===== config.mk =====
export PLATFORM = sky130hd
export DESIGN_NAME = dsss_spread_gen
export DESIGN_NICKNAME = d
export VERILOG_FILES = /design/src/rtl/dsss_spread_gen.sv
export SDC_FILE = /design/constraint.sdc
export NUM_CORES = 1
export LEC_CHECK = 0
export CAP_MARGIN = 10
export CELL_PAD_IN_SITES_DETAIL_PLACEMENT = 1
export CELL_PAD_IN_SITES_GLOBAL_PLACEMENT = 1
export CORE_ASPECT_RATIO = 1.2
export CORE_UTILIZATION = 40
export DETAILED_ROUTE_END_ITERATION = 10
export PLACE_DENSITY_LB_ADDON = 0.3
export SKIP_CTS_REPAIR_TIMING = 1
export SYNTH_ARGS = -nofsm -noshare
export SYNTH_HDL_FRONTEND = slang
export SYNTH_SLANG_ARGS = --single-unit

===== constraint.sdc =====
create_clock -name clk_cx -period 2.1 [get_ports clk_cx]
set_clock_uncertainty 0.05 [all_clocks]
set_input_delay 0.21 -clock clk_cx [delete_from_list [all_inputs] [get_ports clk_cx]]
set_output_delay 0.21 -clock clk_cx [all_outputs]
set_load 0.1 [all_outputs]

===== src/rtl/dsss_spread_gen.sv =====
// dsss_spread_gen: direct-sequence spreader with an internal Fibonacci LFSR.
//
// Info bits are taken over a valid/ready handshake. Each bit is spread over
// SF chips. Each chip is emitted as a signed NRZ code of +AMP or -AMP.
// The PN sequence runs continuously across bits. Only reset reloads the seed.
//
// Ports:
//   clk_cx      chip-rate clock
//   rst_n       asynchronous active-low reset
//   en          clock enable; 0 freezes every register, outputs included
//   mode        0 = data spreading, 1 = pilot (PN only); latched per bit
//   info        info bit
//   info_valid  info is valid
//   ready_info  bit accepted this cycle if info_valid is high (combinational)
//   code        signed chip code, CODE_W bits
//   flag_code   code is valid (qualify with en downstream)
//   bit_start   marks the first chip of each bit
//   pn_wrap     marks the last chip of each PN period
module dsss_spread_gen #(
  parameter int                  PN_ORDER = 5,
  parameter logic [PN_ORDER-1:0] PN_TAPS  = 5'b00101,
  parameter logic [PN_ORDER-1:0] PN_SEED  = 5'b00001,
  parameter int                  SF       = 31,
  parameter int                  CODE_W   = 3,
  parameter int                  AMP      = 3
) (
  input  logic                     clk_cx,
  input  logic                     rst_n,
  input  logic                     en,
  input  logic                     mode,
  input  logic                     info,
  input  logic                     info_valid,
  output logic                     ready_info,
  output logic signed [CODE_W-1:0] code,
  output logic                     flag_code,
  output logic                     bit_start,
  output logic                     pn_wrap
);

  localparam int                       CNT_W = $clog2(SF + 1);
  localparam logic [CNT_W-1:0]         LAST  = CNT_W'(SF - 1);
  localparam logic signed [CODE_W-1:0] AMP_S = CODE_W'(AMP);

  if (PN_ORDER < 2 || PN_ORDER > 16) begin : g_bad_order
    $error("dsss_spread_gen: PN_ORDER must be in 2..16");
  end
  if (PN_SEED == '0) begin : g_bad_seed
    $error("dsss_spread_gen: PN_SEED must be non-zero");
  end
  if (SF < 1 || SF > 65535) begin : g_bad_sf
    $error("dsss_spread_gen: SF must be in 1..65535");
  end
  if (AMP < 1 || AMP > (2 ** (CODE_W - 1)) - 1) begin : g_bad_amp
    $error("dsss_spread_gen: AMP must be in 1..2^(CODE_W-1)-1");
  end

  // The chip value 1 maps to -AMP and 0 maps to +AMP. The result is always in range.
  function automatic logic signed [CODE_W-1:0] chip_code(input logic chip);
    chip_code = chip ? -AMP_S : AMP_S;
  endfunction

  typedef enum logic {IDLE, SPREAD} state_t;

  state_t               state, state_next;
  logic [PN_ORDER-1:0]  lfsr, lfsr_next, lfsr_step;
  logic [CNT_W-1:0]     chip_cnt, cnt_next;
  logic                 info_q, info_next;
  logic                 mode_q, mode_next;
  logic signed [CODE_W-1:0] code_next;
  logic                 flag_next, bs_next, wrap_next;
  logic                 accept;

  always_comb begin
    lfsr_step  = {^(lfsr & PN_TAPS), lfsr[PN_ORDER-1:1]};
    // chip_cnt indexes the chip currently on the outputs. On the last chip
    // the block accepts the next bit, so consecutive bits have no gap.
    ready_info = en && ((state == IDLE) || (state == SPREAD && chip_cnt == LAST));
    accept     = info_valid && ready_info;

    state_next = state;
    lfsr_next  = lfsr;
    cnt_next   = chip_cnt;
    info_next  = info_q;
    mode_next  = mode_q;
    code_next  = code;
    flag_next  = flag_code;
    bs_next    = bit_start;
    wrap_next  = pn_wrap;

    if (accept) begin
      // The first chip of a new bit is registered on the acceptance edge.
      // That chip uses the incoming info and mode directly.
      state_next = SPREAD;
      cnt_next   = '0;
      info_next  = info;
      mode_next  = mode;
      code_next  = chip_code(lfsr[0] ^ (info & ~mode));
      flag_next  = 1'b1;
      bs_next    = 1'b1;
      wrap_next  = (lfsr_step == PN_SEED);
      lfsr_next  = lfsr_step;
    end else if (en) begin
      if (state == SPREAD && chip_cnt != LAST) begin
        cnt_next  = chip_cnt + 1'b1;
        code_next = chip_code(lfsr[0] ^ (info_q & ~mode_q));
        flag_next = 1'b1;
        bs_next   = 1'b0;
        wrap_next = (lfsr_step == PN_SEED);
        lfsr_next = lfsr_step;
      end else begin
        state_next = IDLE;
        code_next  = '0;
        flag_next  = 1'b0;
        bs_next    = 1'b0;
        wrap_next  = 1'b0;
      end
    end
  end

  // Register stage: the FSM, PN state and the registered chip outputs.
  always_ff @(posedge clk_cx or negedge rst_n) begin
    if (!rst_n) begin
      state     <= IDLE;
      lfsr      <= PN_SEED;
      chip_cnt  <= '0;
      info_q    <= 1'b0;
      mode_q    <= 1'b0;
      code      <= '0;
      flag_code <= 1'b0;
      bit_start <= 1'b0;
      pn_wrap   <= 1'b0;
    end else begin
      state     <= state_next;
      lfsr      <= lfsr_next;
      chip_cnt  <= cnt_next;
      info_q    <= info_next;
      mode_q    <= mode_next;
      code      <= code_next;
      flag_code <= flag_next;
      bit_start <= bs_next;
      pn_wrap   <= wrap_next;
    end
  end

endmodule


==> summary.md, run 1 <==
| Metric | Value |
|---|---|
| Outcome | `finished, final reports clean` |
| Worst-Margin Slew | `358 ps` |
| WP data required | `1840 ps` |
| Die span in x | `45.7 microns` |
| Clk pwr share | `0.131` |
| DP Worst Slack | `292 ps` |
| Setup Viol. Count Final | `0` |
| Max-slew violations | `0` |
| Fin cells | `119` |
| Unrepaired setup endpoints after global routing | `no` |
| Worst setup EP type | `primary output` |
| Inst Count DP | `115` |
| Comb power frac | `0.480` |
| Dpl cell area | `1070 sq um` |
| Ys async rst share | `1.00` |
| Unique masters post-synth | `33` |
| Gr ovfl total | `0` |
| Final core utilization | `0.522` |
| Post-route DRC | `0` |
| Leakage | `0.513 nW` |
| WS Path Type | `register to primary output` |
| RD Place Congestion | `0.764` |
| Initial antenna violation count | `0` |
| Vias in the first global route | `626` |
| Adder-cell area share of the yosys netlist | `0.0274` |
| Crit share post-route | `0.915` |
| Crit-path max FO | `7` |
| CTS max path bufs | `2` |
| Largest net degree at the start of global routing | `19` |
| DR WL/cell | `15.5 microns` |
| Max-slew headroom | `0.761` |
| Layout cells sized above 1 | `0.270` |
| Arrival @ worst endpoint | `1660 ps` |
| Syn Nets | `82` |
| Synth Warn # | `0` |
| CTS sink cnt | `18` |
| Psw | `0.754 mW` |
| # rows | `18` |
| First-pass iteration count of the detailed router | `2` |
| Power Internal | `0.892 mW` |
| Final wirelength | `1850 microns` |
| Worst Slack Setup Final | `179 ps` |
| Port Buffers | `12` |
| Pwr/cell area | `1490 nW/um^2` |
| Num CTS Buffers | `3` |
| Min cycle time layout | `1920 ps` |
| Peak supply drop | `0.944 mV` |
| CORE AREA | `2120 sq um` |
| Post-synthesis simple-gate area fraction | `0.153` |
| Top_reg_cell synth | `dfrtp_1` |
| Syn_area_per_cell | `12.4 sq um` |
| Area of the mapped netlist | `915 sq um` |
| Die Y | `54.4 microns` |
| Routed Antenna Nets | `0` |
| Post-synthesis compound-gate area fraction | `0.152` |
| Design area | `1110 sq um` |
| Io pins | `13` |
| Root buffer cell | `clkbuf_4` |
| Xor and xnor area share after synthesis | `0.0383` |
| Worst-path clk slew | `110 ps` |
| Ant. Diodes | `0` |
| Mux share of post-synthesis cell area | `0.114` |
| Number of enable flip-flop cells after synthesis | `0` |
| Nets | `98` |
| Setup TNS | `0 ps` |
| Part of the power in registers | `0.389` |
| Via count | `631` |
| Switching Fraction | `0.458` |
| GRT Total Usage | `0.179` |
| Post-synthesis sequential area ratio | `0.494` |
| Starting Density | `0.432` |
| Largest family of logic cells by synthesized area | `simple AND/OR/NAND/NOR gates` |
| Clk_lat worst skew | `300 ps` |
| Vias per cell | `5.30` |
| First-pass GRT wire length | `3010 microns` |
| Area delta synth->final | `20.9%` |
| Flop and latch count out of synthesis | `18` |
| Hpwl dp | `1390 microns` |
| Total die area | `2480 sq um` |
| Post-Synthesis Cells | `74` |
| F_max | `0.521 GHz` |
| Final hold violation count | `0` |
| Clock tree from TritonCTS | `yes` |
| Startpoint types | `register` |
| Drt initial violations | `1` |
| Htree depth | `1` |
| Hold Crit Class | `primary input to asynchronous set/reset pin` |
| Max-cap violations | `0` |
-- layout make-up --
class                      instances  area (sq um)
tap                               30          37.5
clock buffer                       4          36.3
multi-input combinational         52           450
fill                             242          1010
inverter                           2          7.51
sequential                        18           452
timing repair buffer              13           123
-- registers in the layout (all words and copies together) (netlist names) --
register	flops
bit_start	1
chip_cnt	5
code	2
flag_code	1
info_q	1
lfsr	5
mode_q	1
pn_wrap	1
state	1
-- metal layers --
layer / global-route usage / wire, microns / vias to the layer above
met4: 0.106 / 29 / 0
met2: 0.267 / 930 / 7
li1: - / - / 298
met5: 0 / 0 / -
met3: 0.0198 / 23 / 4
met1: 0.249 / 863 / 322
-- Yosys cell counts (all sizes together), types with 2 or more instances --
master	n	share of area
nand2	4	0.016
nor2	5	0.021
a31o	2	0.019
mux2	7	0.10
nor2b	2	0.014
a21oi	4	0.030
o21ai	2	0.023
dfrtp	17	0.47
buf	2	0.014
nand3	5	0.033
inv	2	0.0082
ha	2	0.027
xnor2	3	0.029
a21o	3	0.025
-- power by group through the flow --
stage | combinational, mW | clock [mW] | sequential (mW)
floorplan | 0.456 | 0 | 0.805
global placement | 0.779 | 0 | 0.640
detailed placement | 0.800 | 0 | 0.648
CTS | 0.799 | 0.227 | 0.643
global route | 0.847 | 0.239 | 0.665
finish | 0.791 | 0.216 | 0.640
-- cells by family (layout without fill, tap and decap cells) --
| group | after synthesis | in the layout |
|---|---|---|
| adder cells (fa/ha/maj) | 2 | 2 |
| XOR/XNOR | 4 | 4 |
| buffers and inverters | 4 | 19 |
| AO/OA/AOI/OAI | 16 | 16 |
| multiplexers | 8 | 8 |
| flip-flops | 18 | 18 |
| AND/OR/NAND/NOR | 22 | 22 |
-- placed cells by master (no fill, tap or decap), types with 2 or more instances in the layout --
master,instances
dfrtp_1,17
buf_4,7
nor2_1,5
clkdlybuf4s50_1,5
nand2_1,4
nand3_1,4
mux2_4,4
xnor2_1,3
a21o_1,3
mux2_1,3
clkbuf_4,3
inv_1,2
a31o_1,2
nor2b_1,2
a21oi_1,2
ha_1,2
-- worst paths after layout --
path / start / endpoint / slack (ps) / cells past startpoint
hold reg to reg: bit_start$_DFFE_PN0P_ / bit_start$_DFFE_PN0P_ / 460 / 1
setup / recovery: chip_cnt[0]$_DFFE_PN0P_ / ready_info / 180 / 5
setup reg to reg: chip_cnt[0]$_DFFE_PN0P_ / lfsr[1]$_DFFE_PN0P_ / 350 / 5
hold / removal: rst_n / chip_cnt[1]$_DFFE_PN0P_ / 180 / 2
min in group clk_cx: bit_start$_DFFE_PN0P_ / bit_start$_DFFE_PN0P_ / 460 / 1
max in group asynchronous: rst_n / lfsr[0]$_DFFE_PN1P_ / 1570 / 2
-- worst max-delay path, stage by stage, from the launching register on --
cell and delay, ps:
dfrtp_1 430, inv_1 90, ha_1 210, nand4_4 200, a21oi_4 240, buf_12 190
-- per-stage QoR --
| stage | hold slack (ps) | total power [mW] |
|---|---|---|
| 3_5_place_dp | 434 | 1.45 |
| 2_1_floorplan | -136 | 1.26 |
| 3_3_place_gp | 410 | 1.42 |
| 6_report | 176 | 1.65 |
| 5_1_grt | 184 | 1.75 |
| 4_1_cts | 173 | 1.67 |
Note: power is estimated with default switching activity, not from simulation.
==> run 2, diff against run 1 <==
--- a/config.mk
+++ b/config.mk
@@ -16,3 +16,4 @@
 export SYNTH_ARGS = -nofsm -noshare
 export SYNTH_HDL_FRONTEND = slang
 export SYNTH_SLANG_ARGS = --single-unit
+export TNS_END_PERCENT = 10
==> results of run 2 <==
Same layout as run 1: the final DEF is identical, and so are final timing and power.
==> run 3, diff against run 2 <==
--- a/config.mk
+++ b/config.mk
@@ -10,6 +10,7 @@
 export CELL_PAD_IN_SITES_GLOBAL_PLACEMENT = 1
 export CORE_ASPECT_RATIO = 1.2
 export CORE_UTILIZATION = 40
+export CTS_CLUSTER_SIZE = 28
 export DETAILED_ROUTE_END_ITERATION = 10
 export PLACE_DENSITY_LB_ADDON = 0.3
 export SKIP_CTS_REPAIR_TIMING = 1
==> results of run 3 <==
Same layout as run 1: the final DEF is identical, and so are final timing and power.
